**src/rtl/seven_seg_capture_if.sv**
```systemverilog
// Change-event stream between seven_seg_capture (master) and its consumer (slave).
interface seven_seg_capture_if #(
    parameter int w_index = 3
);
    logic               ev_valid;
    logic               ev_ready;
    logic [w_index-1:0] ev_index;
    logic [7:0]         ev_char;
    logic               ev_dp;

    modport master (output ev_valid, ev_index, ev_char, ev_dp, input ev_ready);
    modport slave  (input ev_valid, ev_index, ev_char, ev_dp, output ev_ready);
endinterface

```
**src/rtl/seven_seg_capture.sv**
```systemverilog
// Sniffs a multiplexed seven-segment bus, rebuilds the per-digit ASCII image and streams change events.
// Define SEVEN_SEG_CAPTURE_TIMEOUT_EN to blank digits whose strobe stops refreshing.
module seven_seg_capture #(
    parameter int w_digit        = 8,
    parameter int stable_cycles  = 4,
    parameter int fifo_depth     = 4,
    parameter int timeout_cycles = 1000000
) (
    input  logic                 clk,
    input  logic                 rst,
    input  logic [7:0]           abcdefgh,
    input  logic [w_digit-1:0]   digit,
    input  logic                 clr_ovf,
    seven_seg_capture_if.master  ev,
    output logic [8*w_digit-1:0] text,
    output logic                 overflow
);
    localparam int w_index = $clog2(w_digit);
    localparam int w_ptr   = $clog2(fifo_depth);
    localparam int w_fill  = w_ptr + 1;
    localparam int w_entry = w_index + 9;

    localparam logic [7:0]      stable_target = 8'(stable_cycles);
    localparam logic [7:0]      ascii_blank   = 8'h20;
    localparam logic [w_fill-1:0] fifo_full_lvl = w_fill'(fifo_depth);

    localparam logic [1:0] ST_IDLE   = 2'd0;
    localparam logic [1:0] ST_SETTLE = 2'd1;
    localparam logic [1:0] ST_LOCKED = 2'd2;

    function automatic logic [7:0] decode_glyph(input logic [6:0] seg);
        case (seg)
            7'b1111110: decode_glyph = 8'h30;
            7'b0110000: decode_glyph = 8'h31;
            7'b1101101: decode_glyph = 8'h32;
            7'b1111001: decode_glyph = 8'h33;
            7'b0110011: decode_glyph = 8'h34;
            7'b1011011: decode_glyph = 8'h35;
            7'b1011111: decode_glyph = 8'h36;
            7'b1110000: decode_glyph = 8'h37;
            7'b1111111: decode_glyph = 8'h38;
            7'b1111011: decode_glyph = 8'h39;
            7'b1110111: decode_glyph = 8'h41; // A
            7'b0011111: decode_glyph = 8'h62; // b
            7'b1001110: decode_glyph = 8'h43; // C
            7'b0111101: decode_glyph = 8'h64; // d
            7'b1001111: decode_glyph = 8'h45; // E
            7'b1000111: decode_glyph = 8'h46; // F
            7'b1011110: decode_glyph = 8'h47; // G
            7'b0110111: decode_glyph = 8'h48; // H
            7'b0001110: decode_glyph = 8'h4C; // L
            7'b1100111: decode_glyph = 8'h50; // P
            7'b0111110: decode_glyph = 8'h55; // U
            7'b0000000: decode_glyph = ascii_blank;
            default:    decode_glyph = 8'h3F;
        endcase
    endfunction

    logic [7:0]         seg_q;
    logic [w_digit-1:0] dig_q;

    // NOTE: sequential state uses non-blocking assignments so every flop sees pre-edge values.
    always_ff @(posedge clk or negedge rst) begin
        if (!rst) begin
            seg_q <= '0;
            dig_q <= '0;
        end else begin
            seg_q <= abcdefgh;
            dig_q <= digit;
        end
    end

    logic               sample_valid;
    logic [w_index-1:0] sample_idx;

    assign sample_valid = (dig_q != '0) && ((dig_q & (dig_q - w_digit'(1))) == '0);

    // NOTE: every signal written in always_comb gets a default first, so no latch is inferred.
    always_comb begin
        sample_idx = '0;
        for (int i = 0; i < w_digit; i++) begin
            if (dig_q[i]) sample_idx = w_index'(i);
        end
    end

    logic [1:0]         state_q, state_d;
    logic [7:0]         pat_q, pat_d;
    logic [w_index-1:0] idx_q, idx_d;
    logic [7:0]         count_q, count_d;
    logic               sample_same;
    logic               accept;

    assign sample_same = (seg_q == pat_q) && (sample_idx == idx_q);

    // The accept fires once the stored dwell has been seen stable_cycles times,
    // independent of what the current sample does next.
    always_comb begin
        state_d = state_q;
        pat_d   = pat_q;
        idx_d   = idx_q;
        count_d = count_q;
        accept  = 1'b0;
        case (state_q)
            ST_IDLE: begin
                count_d = '0;
                if (sample_valid) begin
                    state_d = ST_SETTLE;
                    pat_d   = seg_q;
                    idx_d   = sample_idx;
                    count_d = 8'd1;
                end
            end
            ST_SETTLE: begin
                accept = (count_q == stable_target);
                if (!sample_valid) begin
                    state_d = ST_IDLE;
                    count_d = '0;
                end else if (!sample_same) begin
                    pat_d   = seg_q;
                    idx_d   = sample_idx;
                    count_d = 8'd1;
                end else if (accept) begin
                    state_d = ST_LOCKED;
                end else begin
                    count_d = count_q + 8'd1;
                end
            end
            ST_LOCKED: begin
                if (!sample_valid) begin
                    state_d = ST_IDLE;
                    count_d = '0;
                end else if (!sample_same) begin
                    state_d = ST_SETTLE;
                    pat_d   = seg_q;
                    idx_d   = sample_idx;
                    count_d = 8'd1;
                end
            end
            default: begin
                state_d = ST_IDLE;
                count_d = '0;
            end
        endcase
    end

    always_ff @(posedge clk or negedge rst) begin
        if (!rst) begin
            state_q <= ST_IDLE;
            pat_q   <= '0;
            idx_q   <= '0;
            count_q <= '0;
        end else begin
            state_q <= state_d;
            pat_q   <= pat_d;
            idx_q   <= idx_d;
            count_q <= count_d;
        end
    end

    logic [7:0]         char_q [w_digit];
    logic [w_digit-1:0] dp_q;
    logic [7:0]         acc_char;
    logic               acc_change;

    assign acc_char   = decode_glyph(pat_q[7:1]);
    assign acc_change = accept && ((acc_char != char_q[idx_q]) || (pat_q[0] != dp_q[idx_q]));

    logic               push_req;
    logic [w_index-1:0] push_idx;
    logic [7:0]         push_char;
    logic               push_dp;

`ifdef SEVEN_SEG_CAPTURE_TIMEOUT_EN
    localparam int               w_tmo     = $clog2(timeout_cycles + 1);
    localparam logic [w_tmo-1:0] tmo_limit = w_tmo'(timeout_cycles);

    logic [w_tmo-1:0]   tmo_q [w_digit];
    logic               tmo_hit;
    logic [w_index-1:0] tmo_idx;

    always_ff @(posedge clk or negedge rst) begin
        if (!rst) begin
            for (int i = 0; i < w_digit; i++) tmo_q[i] <= '0;
        end else begin
            for (int i = 0; i < w_digit; i++) begin
                if (sample_valid && (sample_idx == w_index'(i))) begin
                    tmo_q[i] <= '0;
                end else if (tmo_q[i] != tmo_limit) begin
                    tmo_q[i] <= tmo_q[i] + w_tmo'(1);
                end
            end
        end
    end

    // Expired slots that are already blank need no service; lowest index wins.
    always_comb begin
        tmo_hit = 1'b0;
        tmo_idx = '0;
        for (int i = w_digit - 1; i >= 0; i--) begin
            if ((tmo_q[i] == tmo_limit) && ((char_q[i] != ascii_blank) || dp_q[i])) begin
                tmo_hit = 1'b1;
                tmo_idx = w_index'(i);
            end
        end
    end

    // A sampler accept owns the single push slot; a pending timeout waits a cycle.
    always_comb begin
        push_req  = acc_change || tmo_hit;
        push_idx  = idx_q;
        push_char = acc_char;
        push_dp   = pat_q[0];
        if (!acc_change) begin
            push_idx  = tmo_idx;
            push_char = ascii_blank;
            push_dp   = 1'b0;
        end
    end
`else
    assign push_req  = acc_change;
    assign push_idx  = idx_q;
    assign push_char = acc_char;
    assign push_dp   = pat_q[0];

    logic unused_timeout;
    assign unused_timeout = (timeout_cycles > 0);
`endif

    // The text image follows every change, even when the event itself is dropped.
    always_ff @(posedge clk or negedge rst) begin
        if (!rst) begin
            for (int i = 0; i < w_digit; i++) char_q[i] <= ascii_blank;
            dp_q <= '0;
        end else if (push_req) begin
            char_q[push_idx] <= push_char;
            dp_q[push_idx]   <= push_dp;
        end
    end

    for (genvar g = 0; g < w_digit; g++) begin : g_text
        assign text[8*g +: 8] = char_q[g];
    end

    logic [w_entry-1:0] fifo_mem_q [fifo_depth];
    logic [w_ptr-1:0]   rd_ptr_q, wr_ptr_q;
    logic [w_fill-1:0]  fill_q;
    logic               ev_valid_int;
    logic               fifo_full;
    logic               pop;
    logic               do_push;
    logic               drop;
    logic [w_entry-1:0] head;

    assign ev_valid_int = (fill_q != '0);
    assign fifo_full    = (fill_q == fifo_full_lvl);
    assign pop          = ev_valid_int && ev.ev_ready;
    assign do_push      = push_req && (!fifo_full || pop);
    assign drop         = push_req && fifo_full && !pop;

    // NOTE: the FIFO storage is not reset; entries are only read once written, and outputs are gated by valid.
    always_ff @(posedge clk) begin
        if (do_push) fifo_mem_q[wr_ptr_q] <= {push_idx, push_char, push_dp};
    end

    always_ff @(posedge clk or negedge rst) begin
        if (!rst) begin
            rd_ptr_q <= '0;
            wr_ptr_q <= '0;
            fill_q   <= '0;
        end else begin
            if (do_push) wr_ptr_q <= wr_ptr_q + w_ptr'(1);
            if (pop)     rd_ptr_q <= rd_ptr_q + w_ptr'(1);
            case ({do_push, pop})
                2'b10:   fill_q <= fill_q + w_fill'(1);
                2'b01:   fill_q <= fill_q - w_fill'(1);
                default: fill_q <= fill_q;
            endcase
        end
    end

    assign head        = fifo_mem_q[rd_ptr_q];
    assign ev.ev_valid = ev_valid_int;
    assign ev.ev_index = ev_valid_int ? head[w_entry-1 -: w_index] : '0;
    assign ev.ev_char  = ev_valid_int ? head[8:1] : '0;
    assign ev.ev_dp    = ev_valid_int ? head[0] : 1'b0;

    logic overflow_q, overflow_d;

    always_comb begin
        overflow_d = overflow_q;
        if (drop) begin
            overflow_d = 1'b1;
        end else if (clr_ovf) begin
            overflow_d = 1'b0;
        end
    end

    always_ff @(posedge clk or negedge rst) begin
        if (!rst) overflow_q <= 1'b0;
        else      overflow_q <= overflow_d;
    end

    assign overflow = overflow_q;
endmodule

```
**src/flat_wrapper.sv**
```systemverilog
// flat-port wrapper written by rule: the top's interface ports become plain ports
module seven_seg_capture_flat 
#(
    parameter int w_digit        = 8,
    parameter int stable_cycles  = 4,
    parameter int fifo_depth     = 4,
    parameter int timeout_cycles = 1000000
)
  (clk, rst, abcdefgh, digit, clr_ovf, text, overflow, ev_ev_valid, ev_ev_index, ev_ev_char, ev_ev_dp, ev_ev_ready);
  seven_seg_capture_if #(.w_index(3)) ev_i ();
  input  logic clk;
  input  logic rst;
  input  logic [7:0] abcdefgh;
  input  logic [w_digit-1:0] digit;
  input  logic clr_ovf;
  output logic [8*w_digit-1:0] text;
  output logic overflow;
  output wire logic [$bits(ev_i.ev_valid)-1:0] ev_ev_valid;
  output wire logic [$bits(ev_i.ev_index)-1:0] ev_ev_index;
  output wire logic [$bits(ev_i.ev_char)-1:0] ev_ev_char;
  output wire logic [$bits(ev_i.ev_dp)-1:0] ev_ev_dp;
  input wire logic [$bits(ev_i.ev_ready)-1:0] ev_ev_ready;
  assign ev_ev_valid = ev_i.ev_valid;
  assign ev_ev_index = ev_i.ev_index;
  assign ev_ev_char = ev_i.ev_char;
  assign ev_ev_dp = ev_i.ev_dp;
  assign ev_i.ev_ready = ev_ev_ready;
  seven_seg_capture #(.w_digit(w_digit), .stable_cycles(stable_cycles), .fifo_depth(fifo_depth), .timeout_cycles(timeout_cycles)) u_core (.clk(clk), .rst(rst), .abcdefgh(abcdefgh), .digit(digit), .clr_ovf(clr_ovf), .ev(ev_i), .text(text), .overflow(overflow));
endmodule
```
**config.mk**
```make
export PLATFORM = sky130hd
export DESIGN_NAME = seven_seg_capture_flat
export DESIGN_NICKNAME = d
export VERILOG_FILES = /design/src/rtl/seven_seg_capture_if.sv /design/src/rtl/seven_seg_capture.sv /design/src/flat_wrapper.sv
export SDC_FILE = /design/constraint.sdc
export NUM_CORES = 1
export LEC_CHECK = 0
export ABC_AREA = 1
export CORE_MARGIN = 5
export CORE_UTILIZATION = 36
export CTS_CLUSTER_SIZE = 20
export DETAILED_ROUTE_END_ITERATION = 7
export GPL_TIMING_DRIVEN = 0
export PLACE_DENSITY_LB_ADDON = 0.05
export SYNTH_ARGS = -nofsm -noshare
export SYNTH_HDL_FRONTEND = slang
export SYNTH_SLANG_ARGS = --single-unit
export TNS_END_PERCENT = 5
```
**constraint.sdc**
```tcl
create_clock -name clk -period 3.65 [get_ports clk]
set_input_delay 0.73 -clock clk [delete_from_list [all_inputs] [get_ports clk]]
set_output_delay 0.73 -clock clk [all_outputs]
set_load 0.02 [all_outputs]
```
==> results of run 1 <==
-- state kept, by name, indices dropped and copies added (netlist names) --
name               flops
u_core.fifo_mem_q     44
u_core.text           56
u_core.count_q         8
u_core.overflow        1
u_core.seg_q           8
u_core.dp_q            8
u_core.wr_ptr_q        2
u_core.pat_q           8
u_core.fill_q          3
u_core.idx_q           3
u_core.state_q         2
u_core.dig_q           8
u_core.rd_ptr_q        2
-- area by class of cell --
| class | instances | share of cell area |
|---|---|---|
| Inverter | 98 | 0.03881 |
| Clock buffer | 23 | 0.05201 |
| Timing Repair Buffer | 92 | 0.09768 |
| Buffer | 33 | 0.02471 |
| Multi-Input combinational cell | 613 | 0.3175 |
| Tap cell | 275 | 0.03558 |
| Clock inverter | 9 | 0.01384 |
| Sequential cell | 153 | 0.4198 |
-- stage by stage --
stage,power (mW),setup slack (ns)
2_1_floorplan,3.107,0.6988
3_3_place_gp,3.783,-2.802
3_5_place_dp,3.795,-0.3803
4_1_cts,5.709,-0.1097
5_1_grt,5.997,-0.003695
6_report,5.663,0.3091
-- power breakdown --
| group | switching, mW | total [mW] | internal (mW) | leakage [nW] |
|---|---|---|---|---|
| clock | 0.714 | 1.90 | 1.18 | 0.309 |
| combinational | 1.20 | 1.80 | 0.600 | 2.30 |
| sequential | 0.0876 | 1.97 | 1.88 | 1.81 |
-- critical path, cell delays in order, from the launching register on --
cell and delay (ns):
dfrtp_1 0.46, clkbuf_4 0.28, inv_2 0.06, clkbuf_4 0.20, nand3_2 0.21, inv_1 0.09
a21oi_1 0.15, nand2_1 0.07, nor2_1 0.22, nand3b_1 0.14, nand2_1 0.05, nand2_1 0.06
nor2_2 0.04, nand2_2 0.09, nand2_4 0.06, buf_12 0.18, inv_2 0.06, nand2_2 0.16
nor2_4 0.37
-- routing by layer --
metal  up-vias  wire length (um)  global-route usage
met3        15               886             0.03883
met2       111              9828              0.2860
met1      2965             10130              0.2569
li1       3125                 -                   -
met5         -                 0                   0
met4         0               232             0.04002
-- logic make-up (layout without fill, tap and decap cells) --
kind of cell    after synthesis  after routing  share of synthesized area
fa+ha+maj                    11             11                    0.01895
xor+xnor                      9              9                    0.01029
other cells                   1              9                  0.0004897
compound gates              154            154                     0.1105
buf+inv                     131            255                    0.07941
flops                       153            153                     0.5301
simple gates                430            430                     0.2503
-- worst max path at each step --
| stage | endpoint | slack [ns] | cells after the start |
|---|---|---|---|
| 4_1_cts | u_core.fifo_mem_q[0][6]$_DFFE_PP_ | -0.11 | 18 |
| 5_1_grt | u_core.fill_q[2]$_DFFE_PN0P_ | -0.004 | 25 |
| 3_5_place_dp | u_core.fifo_mem_q[0][10]$_DFFE_PP_ | -0.38 | 18 |
| 6_report | u_core.fifo_mem_q[1][5]$_DFFE_PP_ | 0.31 | 18 |
| 2_1_floorplan | u_core.fifo_mem_q[0][0]$_DFFE_PP_ | 0.70 | 18 |
| 3_3_place_gp | u_core.seg_q[3]$_DFF_PN0_ | -2.80 | 1 |
-- timing repair --
item | in CTS | in global routing
hold buffers | 0 | 0
gates resized for setup | 4 | 14
endpoints found under the setup margin | 44 | 48
pin swaps | 0 | 2
buffers inserted | 0 | 3
-- placed cells by master, fill, tap and decap left out, types with 6 or more instances in the layout --
| master | n |
|---|---|
| edfxtp_1 | 44 |
| conb_1 | 9 |
| clkdlybuf4s50_1 | 87 |
| clkbuf_1 | 9 |
| dfstp_2 | 8 |
| o21ai_0 | 77 |
| o22ai_1 | 22 |
| dfrtp_1 | 100 |
| ha_1 | 10 |
| o21ai_1 | 22 |
| xor2_1 | 8 |
| nor2_8 | 7 |
| nand2_4 | 6 |
| nand4_1 | 8 |
| nand3_1 | 24 |
| nor2_1 | 115 |
| a221oi_1 | 6 |
| inv_2 | 12 |
| nand2_2 | 8 |
| nor3_1 | 7 |
| a21oi_1 | 19 |
| clkbuf_16 | 18 |
| nand2_1 | 229 |
| inv_1 | 83 |
| buf_4 | 14 |
==> impl_metrics.yaml, run 1 <==
run_status:
  status: "complete, no violations"
sta:
  hold_viol: 0
  slew_headroom: 0.5900
  max_freq_mhz: 299.3
  post-route-period-util: 0.9153
  setup_viol: 0
  whs_ns: 0.1465
  finalSetupTns_ns: 0
  tightest_slew_ns: 0.6128
  fin_crit_ns: 3.341
  finClkSkew_ns: 0.01306
  final_max_slew_viol_count: 0
job:
  maxCapViolations: 0
logic_synthesis:
  yosys_warnings: 0
  yosysUniqueCellTypes: 46
  yosysTopAreaCell: "dfrtp_1"
  ys.flop_type: "dfrtp_1"
  syn_avg_cell_area_um2: 8.613
  syn_area_mm2: 0.007657
  synth_common_cells: "nand2_1 (229), nor2_1 (119), dfrtp_1 (101)"
  synth_most_common_cell: "nand2_1"
  synth_edf_count: 44
  netlist.area_leader.share: 0.3301
  netlist_instances: 889
  synth_seq_cells: 153
  yosys-top-cells-area: "dfrtp_1 (33%), edfxtp_1 (17%), nand2_1 (11%), nor2_1 (5.8%), o21ai_0 (5.0%)"
  ys_seq_area_frac: 0.5301
  async_flop_share: 0.7124
setup_path:
  rr_worst_depth: 18
  rr_startpoint: "u_core.idx_q[1]$_DFFE_PN0P_"
  start_kind: "register"
  end_kind: "register"
  r2r-end: "u_core.fifo_mem_q[1][5]$_DFFE_PP_"
  path_class: "reg -> reg"
  reg2reg_slack_ns: 0.31
  worst-path-max-fanout: 11
  worstPathArrival_ns: 3.42
  required_ns: 3.73
  worstSetupStartpoint: "u_core.idx_q[1]$_DFFE_PN0P_"
drt:
  wl_um: 21080
  first_pass_iters: 5
  vias_per_cell: 4.796
  drtIter0Drc: 388
  wl_per_cell_um: 16.27
  vias: 6216
  ant_nets: 0
  route.detailed.drc: 0
cts:
  cts-root-buf: "clkbuf_16"
  clk_latency_ns: 0.43
  cts_made_buffers: 17
  h-tree-depth: 4
  clkTransAtPathRegs_ns: 0.06
  clkSinkCount: 153
  cts_tree: "done"
  cts_buffer_depth: 2
global_route:
  grt_pass1_wl_um: 34010
  grt_pass1_vias: 6055
  antenna_found_initial: 0
  grt_overflow: 0
  grt_usage: 0.1808
  grt_max_degree: 94
die:
  dieArea_mm2: 0.02429
  fp.dieW_um: 155.8
  core_mm2: 0.02096
  row_count: 53
  die_height_um: 155.8
  start_util: 0.3654
  io-pin-count: 98
placement:
  post_dp_cell_area_mm2: 0.008941
  hpwlAfterDp_um: 15140
  gp_congestion: 0.8455
  placedCellCount: 1261
  port_buffers: 88
layout:
  areaGrowthSynthToFinish_pct: 26.29
  filler_cell_count: 2091
  final_cell_area_mm2: 0.009671
  antenna_cells: 0
  regArea_mm2: 0.004060
  multi_input_area_mm2: 0.003070
  fin_nets: 1039
  drive_above_1_share: 0.1214
  final_util: 0.4615
  instances_no_fill: 1296
power:
  ir_drop_mv: 0.3351
  p_leak_nw: 4.419
  power_density_mw_per_mm2: 585.6
min_path:
  hp-class: "in -> async"
No activity file was read; power rests on OpenSTA's default activity.
==> run 2: changes to the inputs <==
--- a/config.mk
+++ b/config.mk
@@ -7,7 +7,7 @@
 export LEC_CHECK = 0
 export ABC_AREA = 1
 export CORE_MARGIN = 5
-export CORE_UTILIZATION = 36
+export CORE_UTILIZATION = 51
 export CTS_CLUSTER_SIZE = 20
 export DETAILED_ROUTE_END_ITERATION = 7
 export GPL_TIMING_DRIVEN = 0
==> run 2 against run 1 <==
Net effect:
- clock power down 3%
- critical endpoint is now u_core.fifo_mem_q[0][7]$_DFFE_PP_
- critical path type unchanged
- critical path depth unchanged
- cell area down 1.6%
- sequential share of layout area is 0.65 points higher
- hold slack improved by 0.14 ns
- clock skew is 0.00063 ns higher
==> impl_metrics.yaml, run 2 (synthesis results as in run 1) <==
setup_path:
  worst-path-max-fanout: 11
  end_kind: "register"
  path_class: "reg -> reg"
  required_ns: 3.74
  worstPathArrival_ns: 3.52
  start_kind: "register"
die:
  core_mm2: 0.01464
  fp.dieW_um: 132.5
  row_count: 44
  die_height_um: 132.5
  io-pin-count: 98
  dieArea_mm2: 0.01757
  start_util: 0.5229
job:
  maxCapViolations: 0
power:
  power_density_mw_per_mm2: 582.2
  ir_drop_mv: 0.4144
  p_leak_nw: 4.409
global_route:
  grt_max_degree: 67
  grt_pass1_vias: 5840
  grt_pass1_wl_um: 31170
  grt_overflow: 0
  antenna_found_initial: 0
  grt_usage: 0.2254
layout:
  fin_nets: 1038
  filler_cell_count: 1255
  mostFrequentLayoutCells: "nand2_1 (229), nor2_1 (115), dfrtp_1 (101)"
  largest_reg_flops: 56
  areaGrowthSynthToFinish_pct: 24.33
  drive_above_1_share: 0.1157
  instances_no_fill: 1204
  layout_commonest_cell: "nand2_1"
  final_cell_area_mm2: 0.009520
  antenna_cells: 0
min_path:
  hp-class: "in -> async"
drt:
  wl_per_cell_um: 16.15
  first_pass_iters: 5
  wl_met3_um: 1210
  dr.max_layer_used: "met4"
  wl_met2_um: 8943
  wl_met1_um: 8903
  drtIter0Drc: 451
  vias_per_cell: 5.228
  ant_nets: 0
  vias: 6295
  route.detailed.drc: 0
  wl_um: 19450
cts:
  clkTransAtPathRegs_ns: 0.07
  h-tree-depth: 4
  clk_latency_ns: 0.44
  cts_tree: "done"
  cts_made_buffers: 17
  cts-root-buf: "clkbuf_16"
  clkSinkCount: 153
  cts_buffer_depth: 2
sta:
  fin_crit_ns: 3.430
  finalSetupTns_ns: 0
  rsz0062_at_grt: "true"
  hold_viol: 0
  whs_ns: 0.2839
  setup_viol: 0
  finClkSkew_ns: 0.01369
  post-route-period-util: 0.9397
  tightest_slew_ns: 0.6415
  worst_slack_ns: 0.2201
  max_freq_mhz: 291.6
  final_max_slew_viol_count: 0
  slew_headroom: 0.5708
placement:
  pre_cts_ws_ns: -0.3289
  port_buffers: 88
  gp_congestion: 0.8669
  post_dp_cell_area_mm2: 0.008823
  placedCellCount: 1170
  hpwlAfterDp_um: 13870
run_status:
  status: "complete, no violations"
-- run 2: changes by cell type in the layout (fill, tap and decap cells not counted), moves of 2 or more --
| cell | change |
|---|---|
| clkinv_2 | +2 |
| buf_2 | +2 |
| clkbuf_4 | -3 |
| clkbuf_1 | +3 |
-- run 2: per-stage QoR --
stage | power (mW) | utilization
final | 5.543 | 0.6501
after global routing | 5.854 | 0.6501
after CTS | 5.557 | 0.6458
after detailed placement | 3.718 | 0.6025
after global placement | 3.697 | 0.6008
after floorplan | 3.107 | -
-- run 2: cell type report --
type	instances	area, um2	share of cell area
multi-input combinational	613	3065	0.3220
clock buffer	26	541.8	0.05691
inverter	98	375.4	0.03943
buffer	33	232.7	0.02444
tap	184	230.2	0.02418
sequential	153	4059	0.4263
timing repair buffer	91	933.4	0.09804
clock inverter	6	82.58	0.008674
-- run 2: power by group --
group          switching, mW  internal (mW)
sequential            0.0838           1.88
clock                  0.683           1.16
combinational           1.14          0.594
-- run 2: timing repair --
action | in CTS | in global routing
gates resized for setup | 4 | 7
buffers inserted | 0 | 2
pin swaps | 0 | 1
endpoints found under the setup margin | 44 | 46
hold buffers | 0 | 0
-- run 2: layer usage --
metal / global-route usage / up-vias
met3: 0.06340 / 34
met4: 0.07448 / 0
met5: 0 / -
li1: - / 3123
met1: 0.3065 / 2947
met2: 0.3508 / 191
-- run 2: path summary, 6_finish.rpt --
kind | end | slack (ns) | start | depth (start not counted)
worst max register to register | u_core.fifo_mem_q[0][7]$_DFFE_PP_ | 0.22 | u_core.idx_q[2]$_DFFE_PN0P_ | 18
worst min-delay path | u_core.rd_ptr_q[0]$_DFFE_PN0P_ | 0.28 | rst | 1
min in group clk | u_core.text[37]$_DFFE_PN1P_ | 0.48 | u_core.text[37]$_DFFE_PN1P_ | 2
worst max-delay path | u_core.fifo_mem_q[0][7]$_DFFE_PP_ | 0.22 | u_core.idx_q[2]$_DFFE_PN0P_ | 18
worst min register to register | u_core.text[37]$_DFFE_PN1P_ | 0.48 | u_core.text[37]$_DFFE_PN1P_ | 2
max in group asynchronous | u_core.text[45]$_DFFE_PN1P_ | 2.57 | rst | 2
-- run 2: critical path, stage by stage (launching register included) --
cell and delay [ns]:
dfrtp_1 0.42, buf_2 0.31, inv_2 0.14, nand3_1 0.37, o22ai_1 0.18, nor2_1 0.24, nand2_1 0.14, inv_1 0.07
nand3_1 0.07, nand2_1 0.08, inv_1 0.03, nand2_1 0.04, nor2_1 0.04, nand2_2 0.10, nand2_4 0.07, buf_12 0.18
inv_2 0.06, nand2_2 0.15, nor2_4 0.38
==> run 3: changes to the inputs <==
--- a/config.mk
+++ b/config.mk
@@ -6,6 +6,7 @@
 export NUM_CORES = 1
 export LEC_CHECK = 0
 export ABC_AREA = 1
+export ABC_CLOCK_PERIOD_IN_PS = 3650
 export CORE_MARGIN = 5
 export CORE_UTILIZATION = 51
 export CTS_CLUSTER_SIZE = 20
==> results of run 3 <==
No change in the layout: final DEF, timing and power equal those of run 2.
